--- config.mk ---
export PLATFORM = sky130hd
export DESIGN_NAME = spc_cfg_master
export DESIGN_NICKNAME = d
export VERILOG_FILES = /design/src/rtl/spc_cfg_pkg.sv /design/src/rtl/spc_cfg_tick.sv /design/src/rtl/spc_cfg_master.sv
export SDC_FILE = /design/constraint.sdc
export NUM_CORES = 1
export LEC_CHECK = 0
export CAP_MARGIN = 40
export CORE_MARGIN = 2
export CORE_UTILIZATION = 55
export CTS_CLUSTER_DIAMETER = 80
export DETAILED_ROUTE_END_ITERATION = 10
export DONT_BUFFER_PORTS = 1
export GPL_TIMING_DRIVEN = 0
export PLACE_DENSITY_LB_ADDON = 0.15
export SLEW_MARGIN = 20
export SYNTH_ARGS = -nofsm -noshare
export SYNTH_HDL_FRONTEND = slang
export SYNTH_SLANG_ARGS = --single-unit
--- constraint.sdc ---
create_clock -name Clk -period 2.3 [get_ports Clk]
set_input_delay 0.115 -clock Clk [delete_from_list [all_inputs] [get_ports Clk]]
set_output_delay 0.115 -clock Clk [all_outputs]
set_load 0.01 [all_outputs]
--- src/rtl/spc_cfg_pkg.sv ---
// Shared types and constants for the BIO IC serial-to-parallel converter configuration master.
// Field layout of the converter's 11-bit configuration word.
package spc_cfg_pkg;

   localparam int SPC_WIDTH = 11;

   localparam int F_LSB     = 7;
   localparam int F_WIDTH   = 4;
   localparam int IQ_BIT    = 6;
   localparam int G_LSB     = 3;
   localparam int G_WIDTH   = 3;
   localparam int CE_BIT    = 2;
   localparam int GCP_LSB   = 0;
   localparam int GCP_WIDTH = 2;

   typedef enum logic [2:0] {
      IDLE,
      BIT_LO,
      BIT_HI,
      STB_LO,
      STB_HI,
      DONE
   } state_t;

endpackage

--- src/rtl/spc_cfg_tick.sv ---
// Half-period timer: counts DIV cycles after each load and flags expiry on the last one.
// A load while expired restarts the next half-period without a gap cycle.
module spc_cfg_tick #(
   parameter int DIV = 4
) (
   input  logic Clk,
   input  logic Resetn,
   input  logic load,
   output logic expire
);

   localparam logic [7:0] RELOAD = 8'(DIV - 1);

   logic [7:0] cnt_reg;

   always_ff @(posedge Clk or negedge Resetn) begin
      if (!Resetn) begin
         cnt_reg <= RELOAD;
      end else if (load) begin
         cnt_reg <= RELOAD;
      end else if (cnt_reg != 8'd0) begin
         cnt_reg <= cnt_reg - 8'd1;
      end
   end

   assign expire = (cnt_reg == 8'd0);

endmodule

--- src/rtl/spc_cfg_master.sv ---
// Plays an 11-bit configuration word out as Cfg_in/Clk/Strobe to the converter, LSB first.
// Optional SPC_CFG_SHADOW_EN: one-deep shadow queues a start issued while a frame is in flight.
module spc_cfg_master
   import spc_cfg_pkg::*;
#(
   parameter int WIDTH = SPC_WIDTH,
   parameter int DIV   = 4
) (
   input  logic             Clk,
   input  logic             Resetn,
   input  logic             start,
   input  logic [WIDTH-1:0] cfg_word,
   output logic             busy,
   output logic             done,
   output logic             Cfg_out,
   output logic             Sclk,
   output logic             Strobe_out
);

   localparam int            CW       = (WIDTH > 1) ? $clog2(WIDTH) : 1;
   localparam logic [CW-1:0] LAST_BIT = CW'(WIDTH - 1);

   state_t           state_reg, state_next;
   logic [WIDTH-1:0] shreg_reg, shreg_next;
   logic [CW-1:0]    bitcnt_reg, bitcnt_next;
   logic             busy_reg, done_reg, cfg_out_reg, sclk_reg, strobe_reg;
   logic             expire, in_frame, tick_load;

   assign in_frame  = (state_reg != IDLE) && (state_reg != DONE);
   // Outside a frame the timer is held at reload so the first half-period is a full DIV.
   assign tick_load = expire || !in_frame;

   spc_cfg_tick #(.DIV(DIV)) u_tick (
      .Clk    (Clk),
      .Resetn (Resetn),
      .load   (tick_load),
      .expire (expire)
   );

`ifdef SPC_CFG_SHADOW_EN
   logic [WIDTH-1:0] shadow_reg, shadow_next;
   logic             pending_reg, pending_next;

   always_ff @(posedge Clk or negedge Resetn) begin
      if (!Resetn) begin
         shadow_reg  <= '0;
         pending_reg <= 1'b0;
      end else begin
         shadow_reg  <= shadow_next;
         pending_reg <= pending_next;
      end
   end
`endif

   always_comb begin
      state_next  = state_reg;
      shreg_next  = shreg_reg;
      bitcnt_next = bitcnt_reg;
`ifdef SPC_CFG_SHADOW_EN
      shadow_next  = shadow_reg;
      pending_next = pending_reg;
      if (in_frame && start) begin
         shadow_next  = cfg_word;
         pending_next = 1'b1;
      end
`endif
      case (state_reg)
         IDLE: begin
            if (start) begin
               state_next  = BIT_LO;
               shreg_next  = cfg_word;
               bitcnt_next = LAST_BIT;
            end
         end
         BIT_LO: begin
            if (expire) state_next = BIT_HI;
         end
         BIT_HI: begin
            if (expire) begin
               if (bitcnt_reg == '0) begin
                  state_next = STB_LO;
               end else begin
                  state_next  = BIT_LO;
                  shreg_next  = shreg_reg >> 1;
                  bitcnt_next = bitcnt_reg - CW'(1);
               end
            end
         end
         STB_LO: begin
            if (expire) state_next = STB_HI;
         end
         STB_HI: begin
            if (expire) state_next = DONE;
         end
         DONE: begin
            state_next = IDLE;
            if (start) begin
               state_next  = BIT_LO;
               shreg_next  = cfg_word;
               bitcnt_next = LAST_BIT;
            end
`ifdef SPC_CFG_SHADOW_EN
            else if (pending_reg) begin
               state_next  = BIT_LO;
               shreg_next  = shadow_reg;
               bitcnt_next = LAST_BIT;
            end
            pending_next = 1'b0;
`endif
         end
         default: state_next = IDLE;
      endcase
   end

   always_ff @(posedge Clk or negedge Resetn) begin
      if (!Resetn) begin
         state_reg  <= IDLE;
         shreg_reg  <= '0;
         bitcnt_reg <= '0;
      end else begin
         state_reg  <= state_next;
         shreg_reg  <= shreg_next;
         bitcnt_reg <= bitcnt_next;
      end
   end

   // Outputs are registered from the next state so pins line up with the state they describe.
   always_ff @(posedge Clk or negedge Resetn) begin
      if (!Resetn) begin
         busy_reg    <= 1'b0;
         done_reg    <= 1'b0;
         cfg_out_reg <= 1'b0;
         sclk_reg    <= 1'b0;
         strobe_reg  <= 1'b0;
      end else begin
         busy_reg    <= (state_next != IDLE) && (state_next != DONE);
         done_reg    <= (state_next == DONE);
         cfg_out_reg <= ((state_next == BIT_LO) || (state_next == BIT_HI)) && shreg_next[0];
         sclk_reg    <= (state_next == BIT_HI);
         strobe_reg  <= (state_next == STB_HI);
      end
   end

   assign busy       = busy_reg;
   assign done       = done_reg;
   assign Cfg_out    = cfg_out_reg;
   assign Sclk       = sclk_reg;
   assign Strobe_out = strobe_reg;

endmodule
# ---- Word-level counts from Yosys, hierarchy flattened
# Index checks and enable logic that the tools add are counted.
dict set report totals {
  reg_bits 31
  latch_bits 0
  ramBits 0
  romBits 0
  inputBits 14
  output_inout_bits 5
  wordCells 60
  memories 0
}
dict set report op_classes {
  n_addsub 2
  multipliers 0
  n_div 0
  magnitude_cmp 0
  eq_ne 14
  shift 0
  mux 18
  bitwise 0
  n_reduce_logical 16
}
# operator count
set ops {}
lappend ops {{2-to-1 mux 11 bit} 3}
lappend ops {{one-hot mux 11 bit (2 select lines)} 1}
lappend ops {{one-hot mux 3 bit (6 select lines)} 1}
lappend ops {{2-to-1 mux 8 bit} 2}
lappend ops {{2-to-1 mux 3 bit} 5}
lappend ops {{equality test 3 bit (second input constant)} 4}
lappend ops {{2-to-1 mux 4 bit} 3}
lappend ops {{equality test 3 x 2 -> 1 bit (second input constant)} 3}
lappend ops {{logical NOT 8 bit} 1}
lappend ops {{one-hot mux 4 bit (2 select lines)} 1}
lappend ops {{nonzero test 8 bit} 1}
lappend ops {{subtractor 8 x 1 -> 8 bit (second input constant)} 1}
lappend ops {{equality test 3 x 1 -> 1 bit (second input constant)} 2}
lappend ops {{inequality test 3 bit (second input constant)} 2}
lappend ops {{nonzero test 3 bit} 2}
lappend ops {{logical NOT 4 bit} 1}
lappend ops {{inequality test 2 bit (second input constant)} 2}
lappend ops {{AND reduction 4 bit} 1}
lappend ops {{nonzero test 2 bit} 2}
lappend ops {{subtractor 4 x 1 -> 4 bit (second input constant)} 1}
lappend ops {{logical AND 1 bit} 3}
lappend ops {{logical NOT 3 bit} 1}
lappend ops {{logical OR 1 bit} 2}
lappend ops {{2-to-1 mux 2 bit} 1}
lappend ops {{other kinds (4)} 4}

# ---- Logic depth before layout (Yosys ltp)
# Gate-level depths: netlist of the first run.
dict set report depth {
  depth_word 7
  depth_mapped 8
  depth_no_buf 6
}

# ---- By module
# From an unflattened synthesis of the first run, not the netlist that was laid out.
dict set report hier_totals {
  hier_cells 142
  hier_area_um2 1599.0
}
# mod n_inst cells_per_inst area_each_um2 seq_area_each_um2
set modules_own_cells {}
lappend modules_own_cells {spc_cfg_master 1 99 1166.1 575.6}
lappend modules_own_cells {spc_cfg_tick 1 43 432.9 202.7}

# ---- Worst setup path before layout of the first run
# Ideal clock, no wire load.
dict set report synth_timing {
  path_kind {reg2reg}
  start {reg u_tick.cnt_reg[5]}
  end {reg bitcnt_reg[2]}
  arrival_time_ns 2.095
  slack_ns 0.127
  stages_incl_launch_ff 7
  n_path_buf 2
  period_less_slack_ns 2.173
  path_cell_list {dfrtp_1 > or4_1 > buf_2 > or4_1 > buf_2 > or3_1 > a21oi_1}
}
dict set report synth_between {
  elab_chain_len 3
}
# element line_no
set synth_rtl {}
lappend synth_rtl {{from (decl)} spc_cfg_tick.sv:14} ;# logic [7:0] cnt_reg;
lappend synth_rtl {{from (signal assigned)} spc_cfg_tick.sv:22} ;# cnt_reg <= cnt_reg - 8'd1;
lappend synth_rtl {{logical NOT 8 bit} spc_cfg_tick.sv:26} ;# assign expire = (cnt_reg == 8'd0);
lappend synth_rtl {{inequality test 2 bit (no source line)} --}
lappend synth_rtl {{AND reduction 4 bit (no source line)} --}
lappend synth_rtl {{to (signal assigned)} spc_cfg_master.sv:123} ;# bitcnt_reg <= bitcnt_next;
lappend synth_rtl {{to (decl)} spc_cfg_master.sv:25} ;# logic [CW-1:0] bitcnt_reg, bitcnt_next;
# Every way passes these cells.
# A chain may end at the register's enable or synchronous reset.

# ---- Worst setup path in the final report of the first run
dict set report layout_timing {
  start {reg u_tick.cnt_reg[4]}
  end {reg bitcnt_reg[2]}
}
# Same word-level chain as after synthesis.

==> results of run 1 <==
[layout make-up]
type | count | area share
tap | 31 | 0.02120
buffer | 9 | 0.02599
inverter | 7 | 0.01436
multi-input combinational | 113 | 0.3899
sequential | 31 | 0.4254
timing repair buffer | 19 | 0.09850
clock buffer | 7 | 0.02462
[path summary, 6_finish.rpt]
path / from / endpoint / slack (ns) / depth (start not counted)
max in group asynchronous: Resetn / u_tick.cnt_reg[0]$_DFFE_PN1P_ / 1.84 / 2
worst max-delay path: u_tick.cnt_reg[4]$_DFFE_PN0P_ / bitcnt_reg[2]$_DFFE_PN0P_ / -0.01 / 6
min in group asynchronous: Resetn / u_tick.cnt_reg[3]$_DFFE_PN0P_ / 0.21 / 2
worst min register to register: u_tick.cnt_reg[0]$_DFFE_PN1P_ / u_tick.cnt_reg[0]$_DFFE_PN1P_ / 0.47 / 1
worst min-delay path: cfg_word[9] / shreg_reg[9]$_DFFE_PN0P_ / 0.004 / 2
worst max register to register: u_tick.cnt_reg[4]$_DFFE_PN0P_ / bitcnt_reg[2]$_DFFE_PN0P_ / -0.01 / 6
[repair_timing]
action | 4_1_cts | 5_1_grt
setup buffers | 0 | 6
pin swaps | 0 | 2
hold endpoints to repair | 41 | 0
setup endpoints to repair | 11 | 13
resized for setup | 4 | 11
hold buffers | 12 | 0
[logic make-up (layout without fill, tap and decap cells)]
| kind of cell | after synthesis | in the layout |
|---|---|---|
| mux | 1 | 1 |
| fa+ha+maj | 3 | 3 |
| compound gates | 36 | 36 |
| xor+xnor | 5 | 5 |
| simple gates | 68 | 68 |
| flops | 31 | 31 |
| buf+inv | 17 | 42 |
[metrics by stage]
stage / cell area [um2] / utilization
2_1_floorplan: 1523 / -
6_report: 1829 / 0.6810
3_3_place_gp: 1562 / 0.5813
5_1_grt: 1829 / 0.6810
4_1_cts: 1749 / 0.6511
3_5_place_dp: 1562 / 0.5813
[report_power, final]
| group | internal (mW) | switching, mW | total (mW) |
|---|---|---|---|
| clock network | 0.115 | 0.182 | 0.297 |
| logic | 0.378 | 0.474 | 0.852 |
| registers | 0.767 | 0.170 | 0.936 |
| total | 1.26 | 0.826 | 2.09 |
[cell usage in the layout, fill, tap and decap left out, drive strengths merged, types with 6 or more instances in the layout]
master and instances:
nand2 17, o21ai 7, a22oi 8, nand3 11, clkbuf 14, dfrtp 29
or3 6, dlygate4sd3 11, a21oi 9, nor2 11, buf 10, inv 7
[layer usage]
layer | vias to the layer above | global-route usage | part of all wire
met5 | - | 0 | 0
met2 | 40 | 0.3738 | 0.50
met4 | 0 | 0.06122 | 0.018
li1 | 625 | - | -
met3 | 8 | 0.07834 | 0.036
met1 | 646 | 0.2784 | 0.45
[worst max-delay path: cells and delay by family, from the launching register on]
kind	cells	cell delay (ns)
AO/OA/AOI/OAI	1	0.14
buffers and inverters	2	0.32
AND/OR/NAND/NOR	3	1.36
flip-flops	1	0.41
==> impl.org, run 1 <==
** Status
- The flow ran to the end, but the final reports show violations.
- The final reports fail on setup timing.

** CTS
- Root Driver :: clkbuf_4
- At the later pin of the worst-skew pair, clock insertion delay measures 0.33 ns.
- The longest clock path from root to sink contains 2 buffers.
- Clock-pin slew of the registers on the worst-case setup and hold paths :: 0.09 ns
- Number of buffers created by CTS :: 5
- Sinks on the clock net :: 31
- Depth of the CTS H-tree :: 2
- TritonCTS built the clock tree.

** Job
- Max-cap check violation count :: 0

** Detailed routing
- Detail Route Antenna Nets :: 0
- Via-to-Cell Ratio :: about 6
- Initial drt markers :: 47
- Total iterations of the first detailed-routing run :: 4
- DRC errors left :: 0
- Total Routed Length :: roughly 3300 um
- Detailed routing inserted a total of 1,319 vias.
- Dividing the detail-routed wire length by the instance count gives 15.32 um.

** Global routing
- The first global-routing pass estimated 5526 um of wire.
- GR Overflow Total :: 0
- Global-route usage over all layers :: 0.2252
- The via count of the first global-routing pass is approximately 1,200.
- The initial antenna violation count came to 0.
- Entering global routing, the biggest net connects 32 pins.

** Logic synthesis
- Post-synthesis async set-or-reset flop share :: 1.000
- Post-synthesis compound-gate area fraction :: 0.1537
- Number of standard cells after synthesis :: between 150 and 200
- Biggest area contributors in the synthesized netlist :: dfrtp_1 (48%), nand2_1 (4.2%), a22oi_1 (3.9%)
- Top cell types by occurrence after synthesis :: dfrtp_1 (29), nand2_1 (17), nand3_1 (11), nor2_1 (11), a21oi_1 (9)
- Number of synthesis warnings :: 0
- Of the total synthesized cell area, the portion taken by AND, OR, NAND and NOR gates is 0.2317.
- Yosys top cell area share :: 0.4766
- Synthesis produced a netlist with a net count of 178.
- Seq/Total Area, Yosys :: 0.5111
- Yosys instantiated no cell more often than dfrtp_1.
- The synthesized design contains 31 register bits.
- Of the post-synthesis cell area, the part taken by muxes is 0.006574.
- Number of synthesized flops with an enable pin :: 0
- After synthesis, the largest family of logic cells by area is simple AND/OR/NAND/NOR gates.
- Post-synth design cell area :: 1523 um2
- Synth Area per Inst :: 9.458 um2
- Ys flop type :: dfrtp_1
- Netlist cell types :: 39
- The biggest area contributor in the post-synthesis netlist is dfrtp_1.
- Post-synthesis xor/xnor area fraction :: 0.02876
- Post-Synth Adder-Cell Area :: 0.02465

** Final layout
- Sequential cell area :: ~780 um2
- Multi-input logic area :: 713.2 um2
- Filler cell count in the final layout :: 224
- Leaving out filler cells and counting taps, the final layout contains approximately 220.
- Fin nets :: 203
- Antenna diodes :: 0
- Relative to the synthesized area, the layout overhead comes to 20.13%.
- Number of flip-flops under the largest register name :: 11
- Ratio of cells with drive above 1 in the final layout :: 0.1559

** Critical path
- Endpoint kind of the worst setup timing path :: register
- Data arrival time of the critical path :: roughly 2.6 ns
- Delay of the slowest cell on the worst path :: 0.52 ns
- Largest fanout of any net on the critical path :: 7
- The slowest stage of the critical path is the or4_1 cell.
- Critical path cell sequence :: or4_1 -> buf_4 -> or4_4 -> buf_6 -> or3_4 -> a21oi_2
- Data on the critical path is required at its endpoint by 2.56 ns.
- Kind of start point of the critical path :: register
- The critical path is of the register to register type.

** Timing
- The number of pins exceeding their max-slew limit in the final report came to 0.
- Dividing the final minimum period by the clock period gives 1.005.
- Time the final worst path needs with I/O delays and setup :: 2.312 ns
- # setup viols final :: 1
- On the final layout, the worst clock skew is 0.009099 ns.
- Slew HR :: 0.5534
- Post-layout worst setup margin :: -0.01150 ns
- Achievable clock frequency :: 432.6 MHz
- On the final layout, the worst hold slack is 0.004068 ns.
- Setup TNS Final :: -0.01150 ns
- Hold Violations, Final :: 0
- At the pin with the least slew margin, the transition time is roughly 0.67 ns.
- RSZ-0062 raised after global routing :: yes

** Die
- 19 I/O pins were placed.
- Vertical die dimension :: between 50 and 60 um
- The core region is 2686 um2.
- Initial Utilization :: 0.5668
- Core Rows :: 19
- The floorplan step defined a die boundary enclosing about 3200 um2.
- Die boundary width :: 56.62 um

** Place
- Post-placement cell count :: 192
- In this run the tool buffered the top-level ports with 0 buffer cells.
- Gp weighted congestion :: 0.7501
- Once detailed placement completed, the half-perimeter wirelength came to roughly 2100 um.
- Worst slack at placement :: -0.1583 ns

** Pwr
- Across the VDD grid, the largest voltage drop is 0.0008280 V.
- In this run the static leakage power is 0.8148 nW.
- Power spread over the standard cell area amounts to 1140 nW/um2.
- The completed layout was analyzed and its total power is 2.086 mW.

** Hold path
- Type of the tightest min-delay check :: primary input to register
Note: power is estimated with default switching activity, not from simulation.
==> run 2, diff against run 1 <==
--- a/config.mk
+++ b/config.mk
@@ -7,2 +7,3 @@
 export LEC_CHECK = 0
+export ABC_AREA = 1
 export CAP_MARGIN = 40
--- a/constraint.sdc
+++ b/constraint.sdc
@@ -3,2 +3,2 @@
 set_output_delay 0.115 -clock Clk [all_outputs]
-set_load 0.01 [all_outputs]
+set_load 0.02 [all_outputs]
==> impl.org, run 2 <==
** Place
- Worst slack at placement :: 0.5604 ns (+0.7187 ns)
- Cell Area, Placed :: 1578 um2 (+1.0%)
- Number of buffer cells added on primary ports :: 0 (unchanged)
- Gp weighted congestion :: 0.8408 (+12%)
- The placed wire-length estimate was 2189 um (+5.8%).

** CTS
- Depth of the CTS H-tree :: 2 (unchanged)
- Root Driver :: clkbuf_4
- Clock-pin slew of the registers on the worst-case setup and hold paths :: 0.10 ns (about the same)
- The TritonCTS buffer count is 5 (unchanged).
- Number of buffers on the longest clock path :: 2 (unchanged)
- Clock latency on the worst-skew pair :: 0.33 ns (about the same)
- Sinks on the clock net :: 31 (unchanged)
- CTS tree :: done
- Number of gates resized after CTS :: 0 (-4)

** Detailed routing
- Total vias in the final route :: 1,270 (-3.7%)
- DRC errors left :: 0 (unchanged)
- The count of routing violations after the opening detailed-route iteration came to 52 (+11%).
- The detailed-routing iteration count for the pre-antenna-repair pass was 4 (unchanged).
- Total Routed Length :: 3019 um (-9.2%)
- DR WL/cell :: 13.01 um (-15%)
- Detail Route Antenna Nets :: 0 (unchanged)
- The detail-routed via count per cell came to 5.474 (-9.9%).

** Die
- The area inside the core boundary was 2710 um2 (+0.88%).
- Die boundary width :: 56.90 um (+0.49%)
- Io pins :: 19 (unchanged)
- The row count was 19 (unchanged).
- Vertical die dimension :: 56.90 um (+0.49%)
- The starting density of the core is 0.5679 (+0.001030).
- Die Footprint :: 3237 um2 (+0.99%)

** Logic synthesis
- Of all cell types, the one taking the most synthesized area is dfrtp_1.
- Among all cell types in the netlist, the one instantiated most often is nand2_1.
- The number of storage elements in the synthesis netlist was 31 (unchanged).
- Yosys top cell area share :: 0.4715 (-0.005037)
- Number of synthesized flops with an enable pin :: 0 (unchanged)
- By area the synthesized netlist is led by dfrtp_1 (47%), nand2_1 (9.8%), nand3_1 (6.2%).
- The number of unique standard cell types used by synthesis came to 30 (-23%).
- Number of standard cells after synthesis :: 180 (+12%)
- The most used flip-flop cell after synthesis is dfrtp_1.
- Number of synthesis warnings :: 0 (unchanged)
- Post-synth design cell area :: 1539 um2 (+1.1%)
- Top cell types by occurrence after synthesis :: nand2_1 (40), dfrtp_1 (29), inv_1 (20)
- Post-synthesis async set-or-reset flop share :: 1.000 (unchanged)
- Number of nets produced by synthesis :: 197 (+11%)
- The part of the Yosys area used for sequential elements is 0.5057 (-0.005402).
- The mean post-synth cell area was 8.550 um2 (-9.6%).

** Pwr
- The maximum vdd ir drop was 0.0004691 V (-43%).
- The total power was 938.6 uW (-55%).
- Static power due to leakage :: 0.8950 nW (+9.8%)
- Total power divided by cell area :: 524.2 nW/um2 (-54%)

** Critical path
- Kind of start point of the critical path :: register
- Worst flop-to-flop path startpoint :: bitcnt_reg[0]$_DFFE_PN0P_
- The delay contributed by the slowest stage of the critical path was 0.37 ns (-0.15 ns).
- Worst reg2reg setup slack :: 0.53 ns (+0.54 ns)
- Grouping stages by cell kind, the critical path spends the most delay in simple AND/OR/NAND/NOR gates.
- The critical path data arrival time is 2.02 ns (-0.55 ns).
- The data required time of the worst path was 2.55 ns (about the same).
- Length in cells of the worst reg-to-reg path :: 10 (+4)
- Category of the most critical setup path :: register to register
- In this run the worst setup path begins at bitcnt_reg[0]$_DFFE_PN0P_.
- Walking the worst path, the cells encountered are inv_1 -> ha_1 -> nand3_2 -> nand3_1 -> nand2_2 -> nand2_2 -> inv_2 -> nand3_1 -> nand2_1 -> a21oi_2.
- The highest fanout seen on the critical path is 9 (+2).
- The buffering stage count on the worst path with inverters included was 2 (unchanged).
- The cell depth of the worst setup path came to 10 (+4).
- On the critical path, the stage with the largest delay is an instance of dfrtp_1.
- In this run the critical register-to-register path is captured at bitcnt_reg[2]$_DFFE_PN0P_.
- The worst setup path is captured at a register.

** Timing
- Post-route clock period utilization :: 0.7688 (-0.2362)
- Time the final worst path needs with I/O delays and setup :: 1.768 ns (-0.5432 ns)
- The number of pins exceeding their max-slew limit in the final report is 0 (unchanged).
- Post-layout worst setup margin :: 0.5317 ns (+0.5432 ns)
- Slew at the pin closest to its max-slew limit :: 0.4747 ns (-0.1937 ns)
- RSZ-0062 raised after global routing :: no
- The worst hold slack was 0.04954 ns (+0.04547 ns).
- The sum of negative setup slack is 0 ns (+0.01150 ns).
- # setup viols final :: 0 (-1)
- Hold Violations, Final :: 0 (unchanged)
- Achievable clock frequency :: 565.5 MHz (+31%)
- The worst slew margin relative to its limit was 0.6825 (+0.1291).
- The worst clock skew came to 0.01725 ns (+0.008153 ns).

** Hold path
- Hold Path Origin :: start
- Type of the tightest min-delay check :: primary input to register
- Cell count of the worst hold path :: 2 (unchanged)
- Terminating pin of the worst hold path :: bitcnt_reg[3]$_DFFE_PN0P_

** Global routing
- Met2 Usage GRT :: 0.3432 (-0.03057)
- The overall track demand over capacity in global routing came to 0.2124 (-0.01276).
- Initial antenna violation count :: 0 (unchanged)
- In this run the most used layer during global routing was met2.
- Global routing met1 resource utilization :: 0.2527 (-0.02570)
- The global-route wire length before repair came to 5216 um (-5.6%).
- The via count of the first global-routing pass was 1,250 (+3.6%).
- Largest net degree at the start of global routing :: 32 (unchanged)
- The met3 usage is 0.05760 (-0.02074).
- The final global-route overflow total was 0 (unchanged).

** Final layout
- Most frequent cells in the layout :: nand2_1 (40), dfrtp_1 (29), inv_1 (20)
- Ratio of cells with drive above 1 in the final layout :: 0.1642 (+0.008265)
- Most common cell after layout, fill and taps aside :: nand2_1
- The flip-flop count of the largest register, all copies and words added came to 11 (unchanged).
- Fin nets :: 217 (+6.9%)
- The area growth from synthesis to layout is 16.34%.
- Antenna diodes :: 0 (unchanged)
- The final instance area is 1790 um2 (-2.1%).
- The count of fill cells added during filler insertion was 223 (-0.45%).

** Job
- The number of maximum-capacitance constraint violations came to 0 (unchanged).

** Status
- The flow ran to the end, and the final reports show no timing, DRC or antenna violations.
run 2: cell types whose count changed in the layout (fill, tap and decap cells not counted), moves of 6 or more:
cell      change
nand2_1      +23
inv_1        +15
nand4_1       +9
a22oi_1       -8
nand3_1       +8
clkbuf_1      -7
buf_4         -6
run 2: where the power goes:
part           switching, mW  leakage [nW]  total [mW]  internal, mW
Clock                  0.185        0.0375       0.363         0.179
Sequential                 0         0.379       0.545         0.545
Combinational         0.0135         0.479      0.0305        0.0170
Total                  0.198         0.895       0.939         0.740
run 2: kinds of logic after synthesis:
logic type                 Yosys count  share of synthesized area
and+or+nand+nor                     97                     0.3057
DFF                                 31                     0.5057
buffers and inverters               28                    0.07805
AOI/OAI and AO/OA                   18                    0.06911
xor gates and xnor gates             3                    0.01708
adders and majority gates            3                    0.02439
run 2: cell type report:
class	instances	area, um2	area share
flip-flops and latches	31	778.2	0.4347
multi-input cells	121	640.6	0.3578
repair buffers	13	140.1	0.07827
inverters	25	96.34	0.05381
clock buffers	7	65.06	0.03634
well taps	31	38.79	0.02166
plain buffers	3	23.77	0.01328
clock inverters	1	7.507	0.004193
run 2: worst reg2reg max path: stages (launching register included):
cell and delay (ns):
dfrtp_1 0.37, inv_1 0.12, ha_1 0.24, nand3_2 0.20
nand3_1 0.23, nand2_2 0.09, nand2_2 0.11, inv_2 0.07
nand3_1 0.08, nand2_1 0.07, a21oi_2 0.11
run 2: how the worst max path moves through the flow:
stage                                end  slack, ns
2_1_floorplan             busy$_DFF_PN0_       0.75
3_3_place_gp           Cfg_out$_DFF_PN0_       0.60
3_5_place_dp           Cfg_out$_DFF_PN0_       0.56
4_1_cts        bitcnt_reg[2]$_DFFE_PN0P_       0.54
5_1_grt        bitcnt_reg[2]$_DFFE_PN0P_       0.38
6_report       bitcnt_reg[2]$_DFFE_PN0P_       0.53
run 2: through the flow:
step           instances  utilization
2_1_floorplan        180            -
3_3_place_gp         211       0.5822
3_5_place_dp         211       0.5822
4_1_cts              232       0.6607
5_1_grt              232       0.6607
6_report             232       0.6607
run 2: timing repair:
action,in CTS,in global routing
hold buffers,13,0
hold endpoints to repair,42,0
setup buffers,0,0
run 2: routing by layer:
| metal | vias to the layer above | routed length [um] |
|---|---|---|
| li1 | 627 | - |
| met1 | 608 | 1271 |
| met2 | 27 | 1542 |
| met3 | 8 | 138 |
| met4 | 0 | 67 |
| met5 | - | 0 |
==> run 3, diff against run 2 <==
Settings changed: ABC_AREA 1 to 0, CORE_UTILIZATION 55 to 57.
Clock period 2.3 ns to 1.7 ns, I/O delays scaled along.
==> impl.org, run 3 (synthesized netlist as in run 1, its figures left out) <==
** Critical path
- The highest fanout seen on the critical path was 5 (-4).
- Combined buffer and inverter count along the critical path :: 1 (-1)
- The depth of the most critical reg-to-reg path was 6 (-4).
- Required time of the worst setup path :: 1.98 ns (-0.57 ns)
- Slowest stage cell on the critical path :: or4_4
- Category of the most critical setup path :: register to register
- Worst flop-to-flop path startpoint :: u_tick.cnt_reg[1]$_DFFE_PN1P_
- The delay contributed by the slowest stage of the critical path was 0.57 ns (+0.20 ns).
- Endpoint of the worst-slack reg-to-reg timing path :: bitcnt_reg[2]$_DFFE_PN0P_
- The critical path data arrival time came to 2.44 ns (+0.42 ns).
- The worst setup path is launched from a register.
- The slack of the worst reg-to-reg path is -0.46 ns (-0.99 ns).
- Walking the worst path, the cells encountered are inv_2 -> ha_4 -> or4b_4 -> or4_4 -> or3_4 -> a21oi_2.
- Cell family with most CP delay :: simple AND/OR/NAND/NOR gates
- STA classifies the critical path endpoint as a register.
- Crit. Startpoint :: u_tick.cnt_reg[1]$_DFFE_PN1P_

** Hold path
- Terminating pin of the worst hold path :: shreg_reg[9]$_DFFE_PN0P_
- Cell count of the worst hold path :: 2 (unchanged)
- The startpoint identified for the worst hold timing path is cfg_word[9].
- Type of the tightest min-delay check :: primary input to register

** Timing
- Time the final worst path needs with I/O delays and setup :: 2.161 ns (+0.3924 ns)
- The top achievable clock speed is 462.8 MHz (-18%).
- The worst slew margin relative to its limit came to 0.6150 (-0.06747).
- Largest clock skew in the final design :: 0.01678 ns (-0.0004690 ns)
- # setup viols final :: 30 (+30)
- Setup TNS Final :: -7.742 ns (-7.742 ns)
- RSZ-0062 raised after global routing :: yes
- Max-slew violation count :: 0 (unchanged)
- Post-route clock period utilization :: 1.271 (+0.5022)
- The transition time at the pin with the least slew margin came to 0.5749 ns (+0.1002 ns).
- The post-route worst setup slack is -0.4608 ns (-0.9924 ns).
- The number of failing hold endpoints at the final stage was 0 (unchanged).

** Pwr
- Static power due to leakage :: 0.9011 nW (+0.69%)
- Maximum vdd ir drop :: 0.001391 V (+200%)
- Total power divided by cell area :: 1612 nW/um2 (+210%)
- The total power is 3.349 mW (+260%).

** Final layout
- The ratio of cells with drive above 1 in the final layout is 0.3163 (+0.1521).
- Antenna diodes :: 0 (unchanged)
- The final instance count without filler cells came to 226 (-2.6%).
- The area growth from synthesis to layout is 36.40%.
- Fin nets :: 212 (-2.3%)
- The sequential cell area came to 778.2 um2 (unchanged).
- In the layout the commonest cells are dfrtp_1 (29), nand2_1 (14), dlygate4sd3_1 (11), buf_4 (11), nand3_1 (10).
- The flip-flop count of the largest register, all copies and words added is 11 (unchanged).
- The count of fill cells added during filler insertion was 133 (-40%).
- The library cell used most frequently in the layout, excluding fill and tap cells, is dfrtp_1.
- Multi-input logic area :: 839.6 um2 (+31%)

** Die
- The die outline area came to 3101 um2 (-4.2%).
- The number of top-level design ports came to 19 (unchanged).
- Initial Utilization :: 0.6091 (+0.04124)
- Core Rows :: 18 (-1)
- Vertical die dimension :: 55.69 um (-2.1%)
- The width of the die is 55.69 um (-2.1%).
- The area inside the core boundary is 2500 um2 (-7.8%).

** CTS
- The clock latency on the worst-skew pair is 0.34 ns (about the same).
- The number of buffers on the longest clock path came to 2 (unchanged).
- The number of sinks driven by the clock tree was 31 (unchanged).
- Clock-pin slew of the registers on the worst-case setup and hold paths :: 0.11 ns (about the same)
- Depth of the CTS H-tree :: 2 (unchanged)
- Number of buffers created by CTS :: 5 (unchanged)
- CTS tree :: done
- Root Driver :: clkbuf_4

** Place
- The pre-CTS setup slack was -0.6117 ns (-1.172 ns).
- Number of buffer cells added on primary ports :: 0 (unchanged)
- Gp weighted congestion :: 0.8181 (-2.7%)
- Post-placement cell count :: 191 (-9.5%)
- Half-perimeter wire length of the detailed placement result :: 2134 um (-2.5%)

** Detailed routing
- The detailed-routing iteration count for the pre-antenna-repair pass came to 4 (unchanged).
- The DRC violation count after routing came to 0 (unchanged).
- Detail Route Antenna Nets :: 0 (unchanged)
- Total vias in the final route :: 1,344 (+5.8%)
- Total Routed Length :: 3701 um (+23%)
- The detail-routed via count per cell is 5.947 (+8.6%).
- The count of routing violations after the opening detailed-route iteration is 35 (-33%).
- DR WL/cell :: 16.38 um (+26%)

** Global routing
- The initial antenna violation count is 0 (unchanged).
- GR Overflow Total :: 0 (unchanged)
- Global-route usage over all layers :: 0.2426 (+0.03011)
- The maximum number of pins on one net before global-route repair was 32 (unchanged).
- Number of global-route vias before repair :: 1,334 (+6.7%)
- The global-route wire length before repair came to 5885 um (+13%).

** Job
- The number of maximum-capacitance constraint violations came to 0 (unchanged).

** Status
- Failing checks :: setup timing
- Result of the run :: complete, but fails checks
==> run 3: changes by cell type in the layout (fill, tap and decap cells not counted), sizes merged, moves of 8 or more <==
cell	previous run	this run
nand3	22	11
a22oi	0	8
buf	4	19
inv	25	7
clkbuf	7	15
nand4	9	0
nand2	43	17
==> run 3: through the flow <==
stage	instance area, um2	hold slack (ns)	utilization
after floorplan	1559	-0.2106	-
after global placement	1597	-0.2099	0.6386
after detailed placement	1597	-0.2099	0.6386
after CTS	2026	0.006449	0.8103
after global routing	2077	0.004938	0.8308
final	2077	0.002418	0.8308
==> run 3: worst reg2reg max path: cells and delay by family, from the launching register on <==
family                     cells  cell delay [ns]
and+or+nand+nor                3             1.40
DFF                            1             0.39
adders and majority gates      1             0.13
AOI/OAI and AO/OA              1             0.11
buffers and inverters          1             0.08
==> run 3: repair_timing <==
item                                    in CTS  in global routing
setup buffers                               16                  2
hold buffers                                12                  0
endpoints found under the setup margin      31                 31
pin swaps                                    7                  9
hold endpoints to repair                    41                  0
gates cloned                                 0                  1
resized for setup                           28                 18
==> run 3: per-layer routing <==
metal	part of all wire	track usage	routed length (um)
met4	0.015	0.1010	57
met2	0.53	0.3980	1969
met1	0.41	0.2992	1521
met3	0.041	0.06977	152
met5	0	0	0
==> run 3: area by class of cell <==
cell class,count,share of cell area
Tap cell,30,0.01807
Clock buffer,8,0.03313
Sequential cell,31,0.3747
Timing Repair Buffer,30,0.1386
Multi-Input combinational cell,113,0.4042
Buffer,7,0.01867
Inverter,7,0.01265
==> run 3: power breakdown <==
group / switching [mW] / internal [mW] / total (mW)
combinational: 0.809 / 0.738 / 1.55
sequential: 0.265 / 1.04 / 1.30
clock: 0.257 / 0.243 / 0.500
total: 1.33 / 2.02 / 3.35
==> run 3: worst max-delay path by stage <==
| stage | endpoint | slack (ns) | depth (start not counted) |
|---|---|---|---|
| floorplan | bitcnt_reg[2]$_DFFE_PN0P_ | -0.47 | 6 |
| global placement | bitcnt_reg[2]$_DFFE_PN0P_ | -0.57 | 7 |
| detailed placement | bitcnt_reg[1]$_DFFE_PN0P_ | -0.61 | 7 |
| CTS | bitcnt_reg[2]$_DFFE_PN0P_ | -0.53 | 7 |
| global route | bitcnt_reg[2]$_DFFE_PN0P_ | -0.50 | 6 |
| finish | bitcnt_reg[2]$_DFFE_PN0P_ | -0.46 | 6 |
